===== src/rtl/sha512_msg_padder.sv =====
// sha512_msg_padder: packs 512-bit cache lines into FIPS 180-4 padded 1024-bit SHA-512 blocks
module sha512_msg_padder #(
    parameter int LEN_W  = 32,
    parameter int BLK_CW = 28
) (
    input  logic              clk,
    input  logic              rst_n,
    input  logic              start,
    input  logic [LEN_W-1:0]  msg_len,
    input  logic              in_valid,
    input  logic [511:0]      in_data,
    output logic              in_ready,
    output logic              blk_valid,
    output logic [1023:0]     blk_data,
    output logic              blk_last,
    input  logic              blk_ready,
    output logic              busy,
    output logic              done,
    output logic [BLK_CW-1:0] blk_count
);
    localparam int W1 = LEN_W + 1;
    typedef enum logic [1:0] {S_IDLE, S_LOAD, S_OUT, S_DONE} state_t;
    state_t state, state_nxt;
    logic [LEN_W-1:0] len;
    logic [W1-1:0] base, off, len_x;
    logic half, fin, final_blk, adv, has_data;
    logic [511:0] half_line;
    logic [127:0] bit_len;
    logic [1023:0] blk;
    always_comb begin
        len_x     = {1'b0, len};
        off       = base + (half ? W1'(64) : W1'(0));
        has_data  = off < len_x;
        final_blk = base + W1'(111) >= len_x;
        adv       = state == S_LOAD && (!has_data || in_valid);
        bit_len   = {{(128-LEN_W-3){1'b0}}, len, 3'b000};
        half_line = '0;
        // bytes past the message end are masked; the byte at the end position carries the 0x80 marker
        for (int k = 0; k < 64; k++)
            half_line[511-8*k -: 8] = (off + W1'(k)) < len_x ? in_data[8*k +: 8] :
                                      (off + W1'(k)) == len_x ? 8'h80 : 8'h00;
    end
    always_comb begin
        state_nxt = state;
        state_nxt = state == S_IDLE ? (start ? S_LOAD : S_IDLE) :
                    state == S_LOAD ? (adv && half ? S_OUT : S_LOAD) :
                    state == S_OUT  ? (blk_ready ? (fin ? S_DONE : S_LOAD) : S_OUT) : S_IDLE;
    end
    always_ff @(posedge clk or negedge rst_n)
        if (!rst_n) state <= S_IDLE;
        else state <= state_nxt;
    always_ff @(posedge clk or negedge rst_n) begin
        if (!rst_n) begin
            len       <= '0;
            base      <= '0;
            half      <= 1'b0;
            fin       <= 1'b0;
            blk       <= '0;
            blk_count <= '0;
        end else begin
            if (state == S_IDLE && start) begin
                len       <= msg_len;
                base      <= '0;
                half      <= 1'b0;
                fin       <= 1'b0;
                blk_count <= '0;
            end
            if (adv && !half) begin
                blk[1023:512] <= half_line;
                half          <= 1'b1;
            end
            if (adv && half) begin
                blk[511:0] <= final_blk ? {half_line[511:128], bit_len} : half_line;
                fin        <= final_blk;
            end
            if (state == S_OUT && blk_ready) begin
                blk_count <= blk_count + BLK_CW'(1);
                base      <= base + W1'(128);
                half      <= 1'b0;
            end
        end
    end
    assign in_ready  = state == S_LOAD && has_data;
    assign blk_valid = state == S_OUT;
    assign blk_last  = blk_valid && fin;
    assign blk_data  = blk;
    assign busy      = state != S_IDLE;
    assign done      = state == S_DONE;
endmodule


===== config.mk =====
export PLATFORM = sky130hd
export DESIGN_NAME = sha512_msg_padder
export DESIGN_NICKNAME = d
export VERILOG_FILES = /design/src/rtl/sha512_msg_padder.sv
export SDC_FILE = /design/constraint.sdc
export NUM_CORES = 2
export LEC_CHECK = 0
export CAP_MARGIN = 20
export CORE_AREA = 2 2 628 630
export CTS_CLUSTER_SIZE = 24
export DETAILED_ROUTE_END_ITERATION = 8
export DIE_AREA = 0 0 630 632
export PLACE_DENSITY = 0.36
export SLEW_MARGIN = 5
export SYNTH_ARGS = -nofsm -noshare
export SYNTH_HDL_FRONTEND = slang
export SYNTH_SLANG_ARGS = --single-unit

===== constraint.sdc =====
create_clock -name clk -period 4.2 [get_ports clk]
set_input_delay 1.26 -clock clk [delete_from_list [all_inputs] [get_ports clk]]
set_output_delay 1.26 -clock clk [all_outputs]
set_load 0.02 [all_outputs]

==> flow_metrics.tcl <==
set metrics [dict create \
    status "complete, but fails checks" \
    violations "setup timing" \
    mostFrequentLayoutCell "clkdlybuf4s50_1" \
    die_h_um 632 \
    dp_hpwl_mm 333.7 \
    max-slew-margin-rel 0.2089 \
    drive_above_1_share 0.1186 \
    grt_pass1_wl_mm 507.6 \
    synthesis.instances 5111 \
    nNetsFinal 7600 \
    synth_nets 5785 \
    final_util 0.2073 \
    die_w_um 630 \
    wl_per_cell_um 31.90 \
    io-pin-count 1606 \
    antenna_found_initial 193 \
    finalHoldViolations 0 \
    drt-initial-drc-count 3289 \
    path_class "reg -> out" \
    synth-seq-cells 1114 \
    finalClockSkew_ns 0.09181 \
    p_leak_nw 34.77 \
    root_buffer "clkbuf_16" \
    layout_common_cells "clkdlybuf4s50_1 (1,602), nand2_1 (1,230), dfrtp_1 (1,112)" \
    gp_congestion 0.9307 \
    syn_area_per_cell_um2 9.763 \
    grt_overflow_total 0 \
    drt_drc_violations_left 0 \
    rsz0062_at_grt "yes" \
    core_mm2 0.3914 \
    dr.max_layer_used "met5" \
    syn-cell-area_mm2 0.04990 \
    numCtsBuffers 156 \
    cp-start-kind "register" \
    vias 48830 \
    grt_pass1_vias 49740 \
    cp.arrival_ns 3.36 \
    firstDrtPassIters 5 \
    clk_latency_ns 0.88 \
    rr_worst_depth 14 \
    synth_edf_count 0 \
    cts_tree "yes" \
    power_density_mw_per_mm2 804.2 \
    drtAntennaViolNets 0 \
    portBuffers 1605 \
    end_kind "output port" \
    min_period_ns 4.624 \
    peakVddDrop_mv 0.3317 \
    finalPower_mw 65.24 \
    cp_max_fo 7 \
    route.met3.wl_mm 25.98 \
    yosysWarnings 0 \
    setup_slack_ns -0.4237 \
    drv_cap 0 \
    synth.distinct_cells 100 \
    ys_seq_area_frac 0.5586 \
    area_delta_synth_final_pct 62.57 \
    hold_path_class "in -> async" \
    dp_slack_ns -0.1152 \
    clockBufferDepth 4 \
    cts_sinks 1114 \
    critPathRequiredTime_ns 2.94 \
    start_util 0.1275 \
    hold_ws_ns 0.3722 \
    track_usage 0.1904 \
    cts_max_level 4 \
    core.rowCount 230 \
    routed_via_density 3.959 \
    synthArstFlopShare 1.000 \
    worstMarginPinSlew_ns 1.178 \
    grt_max_degree 110 \
    max_freq_ghz 0.2163 \
    tns_ns -0.4237 \
    finalCritPeriodShare 1.101 \
    die-area_mm2 0.3982 \
    clkTransAtPathRegs_ns 0.07 \
    setup_viol 1 \
    m1WireLength_mm 154.7 \
    timing.final.max_slew_violations 0 \
    wl_mm 393.5 \
    wl_met2_mm 197.7 \
    synth_top_flop_cell "dfrtp_1" \
]
==> worst max-delay path, cell delays in order, from the launching register on <==
cell and delay [ns]:
dfrtp_2 0.46, xnor2_1 0.16, ha_1 0.31, and4_2 0.29
nand4_1 0.20, or2_4 0.33, a311oi_4 0.35, nor4_4 0.09
buf_4 0.17, buf_12 0.13
==> synth_stat cells (7+ instances only) <==
cell type  number  area (um^2)
or3_1          17        106.4
mux2_2         32        360.4
a32o_1         98        980.9
nand3_1       137        685.7
a21oi_1       170        850.8
buf_2          99        495.5
xor2_1         22        192.7
a22oi_1        22        165.2
nand2b_1       21        131.4
inv_1          91        341.6
buf_6          15        168.9
a211oi_1       14        105.1
nand4_1        45        281.5
a22o_1        111        972.2
mux2i_1        20        200.2
buf_1           9        33.78
nor3_1         47        235.2
buf_8          12        180.2
xnor2_1        14        122.6
nor2_1        160        600.6
a31oi_1        42        262.8
nor4_1         22        137.6
a211o_1         7        61.31
o211ai_1       22        165.2
nor2b_1         8        50.05
and3_1         17        106.4
or4_1          10        75.07
clkbuf_1      248        930.9
or2_2           7        43.79
o21a_1         18        135.1
and2_1         25        156.4
a21o_1         45        337.8
o21ai_1        77        385.4
o31ai_1       136         1021
o21ai_0       635         3178
buf_4          33        247.7
nand2_1      1232         4624
and4_1         13        113.9
ha_1          125         1564
dfrtp_1      1114        27880
==> path summary, 6_finish.rpt <==
check,endpoint,start,slack (ns)
min reg2reg,blk_data[976],blk_data[976],0.47
max,in_ready,base[30],-0.42
max in group asynchronous,blk_data[585],rst_n,2.58
min,len[28],rst_n,0.37
min in group clk,blk_data[976],blk_data[976],0.47
max reg2reg,blk_data[884],base[18],0.01
==> report_power, final <==
part | switching, mW | total (mW) | leakage [nW] | internal, mW
combinational | 19.7 | 32.7 | 18.4 | 13.0
clock | 5.73 | 13.6 | 2.47 | 7.90
sequential | 3.39 | 18.9 | 13.9 | 15.5
==> final cells by class <==
class | count | area (um^2)
Antenna cell | 74 | 185.2
Clock buffer | 231 | 4537
Clock inverter | 42 | 559.3
Fill cell | 43050 | 310300
Inverter | 92 | 345.3
Multi-Input combinational cell | 3488 | 19980
Sequential cell | 1114 | 27880
Tap cell | 5220 | 6531
Timing Repair Buffer | 2074 | 21110
==> sequential cells by signal, summed over array words and instances, names as in the netlist <==
signal	cells
len	32
state	2
base	26
blk_count	28
blk_data	1024
half	1
fin	1
==> per-stage QoR <==
stage / std cells / area (um^2)
2_1_floorplan: 5111 / 49900
3_3_place_gp: 11980 / 75700
3_5_place_dp: 11980 / 75710
4_1_cts: 12260 / 80900
5_1_grt: 12300 / 81040
6_report: 12340 / 81120
==> layer usage <==
| layer | GRT usage | vias up |
|---|---|---|
| li1 | - | 21710 |
| met1 | 0.2213 | 24690 |
| met2 | 0.3394 | 1853 |
| met3 | 0.04791 | 502 |
| met4 | 0.06242 | 84 |
| met5 | 0 | - |
==> what timing repair did <==
item / CTS / global route
gates resized for setup: 14 / 7
endpoints found under the hold margin: 0 / 0
hold buffers: 0 / 0
endpoints found under the setup margin: 15 / 17
pin swaps: 12 / 1
setup buffers: 4 / 0
==> kinds of logic (layout without fill, tap and decap cells) <==
kind of cell | after synthesis | after routing | synth area share
simple gates | 1792 | 1792 | 0.1545
xor+xnor | 36 | 36 | 0.006319
fa+ha+maj | 125 | 125 | 0.03134
flops | 1114 | 1114 | 0.5586
buf+inv | 509 | 2439 | 0.04824
mux | 52 | 52 | 0.01123
other cells | 1 | 75 | 0.00007515
compound gates | 1482 | 1482 | 0.1896
Power figures use the tool's default switching activity.
